<file path="src/rtl/rs_alu_pkg.sv">
// Shared sizing defaults and ALU opcode encodings for the integer reservation station.
package rs_alu_pkg;

    localparam int DEF_RS_SIZE   = 8;
    localparam int DEF_ID_WIDTH  = 5;
    localparam int DEF_VAL_WIDTH = 32;
    localparam int DEF_OP_WIDTH  = 4;

    typedef enum logic [3:0] {
        OP_ADD  = 4'd0,
        OP_SUB  = 4'd1,
        OP_AND  = 4'd2,
        OP_OR   = 4'd3,
        OP_XOR  = 4'd4,
        OP_SLL  = 4'd5,
        OP_SRL  = 4'd6,
        OP_SRA  = 4'd7,
        OP_SLT  = 4'd8,
        OP_SLTU = 4'd9,
        OP_EQ   = 4'd10,
        OP_NE   = 4'd11,
        OP_LT   = 4'd12,
        OP_GE   = 4'd13,
        OP_LTU  = 4'd14,
        OP_GEU  = 4'd15
    } alu_op_e;

endpackage

</file>
<file path="src/rtl/rs_alu_unit.sv">
// Combinational integer ALU: arithmetic, logic, shifts and compare/branch predicates.
module rs_alu_unit
    import rs_alu_pkg::*;
#(
    parameter int VAL_WIDTH = DEF_VAL_WIDTH,
    parameter int OP_WIDTH  = DEF_OP_WIDTH
) (
    input  logic [OP_WIDTH-1:0]  op,
    input  logic [VAL_WIDTH-1:0] a,
    input  logic [VAL_WIDTH-1:0] b,
    output logic [VAL_WIDTH-1:0] result
);

    logic [VAL_WIDTH-1:0] result_s;
    logic [4:0]           shamt_s;

    // Zero-extends a predicate bit to a full-width result.
    function automatic logic [VAL_WIDTH-1:0] flag(input logic bit_in);
        flag = {{(VAL_WIDTH-1){1'b0}}, bit_in};
    endfunction

    // Opcode decode and evaluation.
    always_comb begin
        result_s = '0;
        shamt_s  = b[4:0];
        case (op[3:0])
            OP_ADD:  result_s = a + b;
            OP_SUB:  result_s = a - b;
            OP_AND:  result_s = a & b;
            OP_OR:   result_s = a | b;
            OP_XOR:  result_s = a ^ b;
            OP_SLL:  result_s = a << shamt_s;
            OP_SRL:  result_s = a >> shamt_s;
            OP_SRA:  result_s = VAL_WIDTH'($signed(a) >>> shamt_s);
            OP_SLT:  result_s = flag($signed(a) < $signed(b));
            OP_SLTU: result_s = flag(a < b);
            OP_EQ:   result_s = flag(a == b);
            OP_NE:   result_s = flag(a != b);
            OP_LT:   result_s = flag($signed(a) < $signed(b));
            OP_GE:   result_s = flag($signed(a) >= $signed(b));
            OP_LTU:  result_s = flag(a < b);
            OP_GEU:  result_s = flag(a >= b);
            default: result_s = '0;
        endcase
    end

    assign result = result_s;

endmodule

</file>
<file path="src/rtl/rs_alu.sv">
// ALU reservation station: holds issued ops until both operands are known, snoops
// both CDB channels for wakeup and dispatches one ready entry per cycle.
module rs_alu
    import rs_alu_pkg::*;
#(
    parameter int RS_SIZE   = DEF_RS_SIZE,
    parameter int ID_WIDTH  = DEF_ID_WIDTH,
    parameter int VAL_WIDTH = DEF_VAL_WIDTH,
    parameter int OP_WIDTH  = DEF_OP_WIDTH
) (
    input  logic                 clk,
    input  logic                 rst_in,
    input  logic                 rdy_in,
    input  logic                 flush,
    input  logic                 issue_en,
    input  logic [OP_WIDTH-1:0]  issue_op,
    input  logic [VAL_WIDTH-1:0] issue_vj,
    input  logic [ID_WIDTH-1:0]  issue_qj,
    input  logic                 issue_qj_busy,
    input  logic [VAL_WIDTH-1:0] issue_vk,
    input  logic [ID_WIDTH-1:0]  issue_qk,
    input  logic                 issue_qk_busy,
    input  logic [ID_WIDTH-1:0]  issue_dest,
    output logic                 rs_full,
    input  logic                 cdb_rs_en,
    input  logic [ID_WIDTH-1:0]  cdb_rs_lab,
    input  logic [VAL_WIDTH-1:0] cdb_rs_val,
    input  logic                 cdb_lsb_en,
    input  logic [ID_WIDTH-1:0]  cdb_lsb_lab,
    input  logic [VAL_WIDTH-1:0] cdb_lsb_val,
    output logic                 rs_cdb_en_out,
    output logic [ID_WIDTH-1:0]  rs_cdb_lab_out,
    output logic [VAL_WIDTH-1:0] rs_cdb_val_out
);

    localparam int IDX_W = (RS_SIZE > 1) ? $clog2(RS_SIZE) : 1;

    logic [RS_SIZE-1:0]   busy_r;
    logic [RS_SIZE-1:0]   qj_busy_r;
    logic [RS_SIZE-1:0]   qk_busy_r;
    logic [OP_WIDTH-1:0]  op_r   [RS_SIZE];
    logic [VAL_WIDTH-1:0] vj_r   [RS_SIZE];
    logic [VAL_WIDTH-1:0] vk_r   [RS_SIZE];
    logic [ID_WIDTH-1:0]  qj_r   [RS_SIZE];
    logic [ID_WIDTH-1:0]  qk_r   [RS_SIZE];
    logic [ID_WIDTH-1:0]  dest_r [RS_SIZE];

    logic                 cdb_en_r;
    logic [ID_WIDTH-1:0]  cdb_lab_r;
    logic [VAL_WIDTH-1:0] cdb_val_r;

    logic [RS_SIZE-1:0]   ready_vec_s;
    logic                 ready_any_s;
    logic [IDX_W-1:0]     ready_idx_s;
    logic [IDX_W-1:0]     free_idx_s;
    logic                 full_s;
    logic [VAL_WIDTH-1:0] alu_result_s;
    logic [VAL_WIDTH-1:0] fwd_vj_s;
    logic                 fwd_qj_busy_s;
    logic [VAL_WIDTH-1:0] fwd_vk_s;
    logic                 fwd_qk_busy_s;

    // Lowest set bit of a per-entry vector; shared by the free and ready encoders.
    function automatic logic [IDX_W-1:0] lowest_set(input logic [RS_SIZE-1:0] v);
        lowest_set = '0;
        for (int i = RS_SIZE - 1; i >= 0; i--) begin
            if (v[i]) begin
                lowest_set = IDX_W'(i);
            end
        end
    endfunction

    assign ready_vec_s = busy_r & ~qj_busy_r & ~qk_busy_r;
    assign ready_any_s = |ready_vec_s;
    assign ready_idx_s = lowest_set(ready_vec_s);
    assign free_idx_s  = lowest_set(~busy_r);
    assign full_s      = &busy_r;

    rs_alu_unit #(
        .VAL_WIDTH (VAL_WIDTH),
        .OP_WIDTH  (OP_WIDTH)
    ) u_alu (
        .op     (op_r[ready_idx_s]),
        .a      (vj_r[ready_idx_s]),
        .b      (vk_r[ready_idx_s]),
        .result (alu_result_s)
    );

    // Issue-time forwarding: an operand broadcast in the issue cycle is captured directly.
    always_comb begin
        fwd_vj_s      = issue_vj;
        fwd_qj_busy_s = issue_qj_busy;
        fwd_vk_s      = issue_vk;
        fwd_qk_busy_s = issue_qk_busy;
        if (issue_qj_busy && cdb_lsb_en && (cdb_lsb_lab == issue_qj)) begin
            fwd_vj_s      = cdb_lsb_val;
            fwd_qj_busy_s = 1'b0;
        end else if (issue_qj_busy && cdb_rs_en && (cdb_rs_lab == issue_qj)) begin
            fwd_vj_s      = cdb_rs_val;
            fwd_qj_busy_s = 1'b0;
        end else begin
            fwd_vj_s      = issue_vj;
            fwd_qj_busy_s = issue_qj_busy;
        end
        if (issue_qk_busy && cdb_lsb_en && (cdb_lsb_lab == issue_qk)) begin
            fwd_vk_s      = cdb_lsb_val;
            fwd_qk_busy_s = 1'b0;
        end else if (issue_qk_busy && cdb_rs_en && (cdb_rs_lab == issue_qk)) begin
            fwd_vk_s      = cdb_rs_val;
            fwd_qk_busy_s = 1'b0;
        end else begin
            fwd_vk_s      = issue_vk;
            fwd_qk_busy_s = issue_qk_busy;
        end
    end

    // Entry state, wakeup, dispatch and registered CDB output.
    always_ff @(posedge clk) begin
        if (!rst_in || flush) begin
            busy_r    <= '0;
            qj_busy_r <= '0;
            qk_busy_r <= '0;
            for (int i = 0; i < RS_SIZE; i++) begin
                op_r[i]   <= '0;
                vj_r[i]   <= '0;
                vk_r[i]   <= '0;
                qj_r[i]   <= '0;
                qk_r[i]   <= '0;
                dest_r[i] <= '0;
            end
            cdb_en_r  <= 1'b0;
            cdb_lab_r <= '0;
            cdb_val_r <= '0;
        end else if (rdy_in) begin
            // LSB checked first so it takes precedence on a (not legal) double match.
            for (int i = 0; i < RS_SIZE; i++) begin
                if (busy_r[i] && qj_busy_r[i]) begin
                    if (cdb_lsb_en && (cdb_lsb_lab == qj_r[i])) begin
                        vj_r[i]      <= cdb_lsb_val;
                        qj_busy_r[i] <= 1'b0;
                    end else if (cdb_rs_en && (cdb_rs_lab == qj_r[i])) begin
                        vj_r[i]      <= cdb_rs_val;
                        qj_busy_r[i] <= 1'b0;
                    end
                end
                if (busy_r[i] && qk_busy_r[i]) begin
                    if (cdb_lsb_en && (cdb_lsb_lab == qk_r[i])) begin
                        vk_r[i]      <= cdb_lsb_val;
                        qk_busy_r[i] <= 1'b0;
                    end else if (cdb_rs_en && (cdb_rs_lab == qk_r[i])) begin
                        vk_r[i]      <= cdb_rs_val;
                        qk_busy_r[i] <= 1'b0;
                    end
                end
            end

            if (ready_any_s) begin
                busy_r[ready_idx_s] <= 1'b0;
                cdb_en_r            <= 1'b1;
                cdb_lab_r           <= dest_r[ready_idx_s];
                cdb_val_r           <= alu_result_s;
            end else begin
                cdb_en_r <= 1'b0;
            end

            // The free slot is never the dispatched one, so a slot freed this edge waits a cycle.
            if (issue_en && !full_s) begin
                busy_r[free_idx_s]    <= 1'b1;
                op_r[free_idx_s]      <= issue_op;
                vj_r[free_idx_s]      <= fwd_vj_s;
                qj_r[free_idx_s]      <= issue_qj;
                qj_busy_r[free_idx_s] <= fwd_qj_busy_s;
                vk_r[free_idx_s]      <= fwd_vk_s;
                qk_r[free_idx_s]      <= issue_qk;
                qk_busy_r[free_idx_s] <= fwd_qk_busy_s;
                dest_r[free_idx_s]    <= issue_dest;
            end
        end
    end

    assign rs_full        = full_s;
    assign rs_cdb_en_out  = cdb_en_r;
    assign rs_cdb_lab_out = cdb_lab_r;
    assign rs_cdb_val_out = cdb_val_r;

endmodule

</file>
<file path="config.mk">
export PLATFORM = sky130hd
export DESIGN_NAME = rs_alu
export DESIGN_NICKNAME = d
export VERILOG_FILES = /design/src/rtl/rs_alu_pkg.sv /design/src/rtl/rs_alu_unit.sv /design/src/rtl/rs_alu.sv
export SDC_FILE = /design/constraint.sdc
export NUM_CORES = 2
export LEC_CHECK = 0
export BUFFER_PORTS_ARGS = -buffer_cell sky130_fd_sc_hd__clkbuf_2
export CORE_ASPECT_RATIO = 1.4
export CORE_MARGIN = 2
export CORE_UTILIZATION = 42
export DETAILED_ROUTE_END_ITERATION = 6
export SETUP_SLACK_MARGIN = 0.1
export SLEW_MARGIN = 20
export SYNTH_ARGS = -nofsm -noshare
export SYNTH_HDL_FRONTEND = slang
export SYNTH_SLANG_ARGS = --single-unit
</file>
<file path="constraint.sdc">
create_clock -name clk -period 7.75 [get_ports clk]
set_input_delay 0.775 -clock clk [delete_from_list [all_inputs] [get_ports clk]]
set_output_delay 0.775 -clock clk [all_outputs]
set_load 0.02 [all_outputs]
</file>
==> results by group <==
Outcome
  • Outcome: finished with violations
  • Violated checks: DRC

Placement
  • I/O Buffers: 204
  • RePlAce Congestion: between 1 and 1.5
  • Dpl cell area: around 0.052 sq mm
  • Final HPWL DP: approximately 160000 um

Worst setup path
  • Arr. time, crit path: 7.59 ns
  • Required @ worst endpoint: 8.31 ns
  • Critical-path maximum fanout: 24
  • Worst Setup Path Type: reg2reg
  • Crit start category: register
  • Crit end category: register

Synthesis
  • EDFF count, synth: around 660
  • Synth Register Bits: between 700 and 800
  • Top cell type's share of synthesized area: 0.400
  • Part of the Yosys area used for sequential elements: 0.424
  • Yosys cell types: 88
  • Area of the mapped netlist: 0.0499 sq mm
  • Synth async-reset ratio: 0
  • Synth Instances: between 5000 and 6000
  • Syn avg cell area: 9.59 sq um
  • YS warnings: 0
  • Yosys top cell by area: edfxtp_1
  • Synth Flop Type: edfxtp_1
  • Syn nets: between 5000 and 6000
  • Area contributors post-synth: edfxtp_1 40%, mux2i_1 8.5%, o221ai_1 5.3%, o21ai_0 5.1%, and3_1 4.2%

Clock network
  • Post-CTS setup buffers: 0
  • Cts bufs inserted: 79
  • Root Buffer: clkbuf_16
  • Htree depth: 3
  • CTS Hold Bufs: 0
  • Clock sinks: 726
  • Worst-Skew Late Latency: 0.71 ns
  • CTS tree: yes
  • Post_cts resized: 0
  • Worst-path clk slew: around 0.07 ns
  • Clock tree buffer depth: 3

Timing
  • Clock Skew: between 0.04 and 0.05 ns
  • Fmax: roughly 0.14 GHz
  • Setup_tns: 0 ns
  • Rel. slew slack: 0.190
  • Final setup fails: 0
  • Worst-Margin Slew: 1.22 ns
  • Tmin final: 7.03 ns
  • Hold_ws: around 0.45 ns
  • Final Hold Fails: 0
  • Fin crit share: 0.907
  • RSZ-0062 raised after global routing: false
  • Final-report max-slew violation count: 0

Floorplan
  • Row cnt: 149
  • Horiz. Die Dim: 295 um
  • Core ar.: approximately 0.12 sq mm
  • DIE HEIGHT: between 400 and 500 um
  • Starting Density: 0.424
  • Full die area: between 0.1 and 0.15 sq mm
  • Top Ports: 205

Job
  • Max-cap viol count: 0

Global routing
  • First-pass GRT wire length: about 350000 um
  • Total grt overflow: 0
  • Largest net degree at the start of global routing: roughly 160
  • Initial antenna violation count: 14
  • Total GRT Usage: 0.396
  • Vias in the first global route: approximately 47000

Finish
  • FILL cells: between 10000 and 15000
  • Commonest non-fill, non-tap cell in the layout: edfxtp_1
  • Area of the multi-input gates: between 0.02 and 0.03 sq mm
  • Layout cells sized above 1: 0.125
  • Most frequent cells in the layout: 664 x edfxtp_1, 497 x o21ai_0, 422 x mux2i_1
  • Fin nets: 5308
  • Final Instance Area: 0.0548 sq mm
  • Area delta synth->final: 9.86%
  • FF+latch area: 0.0212 sq mm

Drt
  • Detailed Routing Iterations Pass 1: 7
  • DR WL/cell: ~37 um
  • 1st-iter DRT viols: between 7000 and 8000
  • DR vias/cell: a little over 7
  • Vias after detailed routing: ~48000
  • Residual DRC: 2
  • Post-DRT Antenna Nets: 0
  • Post-Route WL: ~250000 um

Power
  • Leakage: about 21 nW
  • Pwr Density: between 150 and 200 mW/mm^2
  • Max VDD drop: 0.169 mV

Min path
  • Worst Hold Class: reg2reg
## area by class of cell
cell class | count | share of cell area
antenna | 9 | 0.000411
inverter | 125 | 0.00856
sequential | 726 | 0.386
clock inverter | 36 | 0.00614
timing repair buffer | 402 | 0.0472
clock buffer | 102 | 0.0382
multi-input combinational | 3709 | 0.477
tap | 1585 | 0.0362
## critical path, cell delays in order, from the launching register on
cell and delay (ns):
dfxtp_1 0.47, or3b_1 0.51, nand2_1 0.59, nor2_1 0.24, nand2_2 0.64, buf_4 0.38
a211o_1 0.15, and4_2 0.41, ha_1 0.35, o21ba_2 0.25, o311ai_0 0.57, o2111ai_1 0.29
a211oi_1 0.46, nor2_1 0.10, o21ai_0 0.34, a21oi_1 0.13, o21ba_2 0.24, o41a_1 0.34
o2bb2ai_1 0.13, o21ai_0 0.18, a31oi_1 0.09
## where the power goes
part / switching, mW / total, mW / internal [mW]
registers: 0.0650 / 4.52 / 4.45
clock network: 1.73 / 3.77 / 2.05
logic: 1.16 / 1.60 / 0.435
total: 2.96 / 9.89 / 6.94
## per-layer routing
metal,vias to the layer above,share of wire,global-route usage
li1,19800,-,-
met4,10,0.093,0.310
met3,1055,0.12,0.109
met2,3979,0.44,0.609
met1,23500,0.34,0.467
met5,-,0.00024,0
## logic make-up after synthesis
family,count (synthesis),synth area share
AO/OA/AOI/OAI,1776,0.241
XOR/XNOR,203,0.0356
multiplexers,437,0.0890
adder cells (fa/ha/maj),99,0.0251
flip-flops,726,0.424
AND/OR/NAND/NOR,1194,0.123
buffers and inverters,768,0.0613
## cells in the mapped netlist, types with 12 or more instances
master and count:
a211oi_1 188, a21o_1 20, a21oi_1 156, a221oi_1 22
a222oi_1 12, a22oi_1 99, a31oi_1 24, a32o_1 27
and2_1 25, and3_1 334, buf_1 47, buf_2 66
buf_4 15, clkbuf_1 510, dfxtp_1 62, edfxtp_1 664
ha_1 97, inv_1 121, mux2i_1 422, nand2_1 320
nand2b_1 15, nand3_1 87, nand4_1 27, nor2_1 205
nor2b_1 14, nor3_1 46, nor4_1 47, o211ai_1 28
o21a_1 13, o21ai_0 506, o21ai_1 69, o221ai_1 301
o22ai_1 169, o31ai_1 12, or4_1 34, xnor2_1 56
xor2_1 147
## registers in the layout, indices dropped and copies added (netlist names)
| register | flops |
|---|---|
| vj_r | 256 |
| rs_cdb_lab_out | 5 |
| op_r | 32 |
| vk_r | 256 |
| qj_r | 40 |
| qk_r | 40 |
| qj_busy_r | 8 |
| busy_r | 8 |
| rs_cdb_en_out | 1 |
| dest_r | 40 |
| qk_busy_r | 8 |
| rs_cdb_val_out | 32 |
## worst paths after layout
| path | startpoint | to | slack (ns) | depth (start not counted) |
|---|---|---|---|---|
| hold / removal | rs_cdb_lab_out[2]$_SDFFE_PN0P_ | rs_cdb_lab_out[2]$_SDFFE_PN0P_ | 0.45 | 2 |
| setup / recovery | busy_r[2]$_SDFFE_PN0P_ | rs_cdb_val_out[21]$_SDFFE_PN0P_ | 0.72 | 20 |
| setup reg to reg | busy_r[2]$_SDFFE_PN0P_ | rs_cdb_val_out[21]$_SDFFE_PN0P_ | 0.72 | 20 |
| hold reg to reg | rs_cdb_lab_out[2]$_SDFFE_PN0P_ | rs_cdb_lab_out[2]$_SDFFE_PN0P_ | 0.45 | 2 |
## stage by stage
stage / setup slack [ns] / cells / utilization / total power [mW]
final: 0.722 / 6694 / 0.465 / 9.89
after global routing: 0.331 / 6688 / 0.465 / 10.1
after detailed placement: 0.951 / 6546 / 0.444 / 6.12
after floorplan: 1.82 / 5203 / - / 5.48
after CTS: 0.948 / 6684 / 0.465 / 9.81
after global placement: 1.05 / 6545 / 0.444 / 6.11
(Power assumes the default switching activity.)
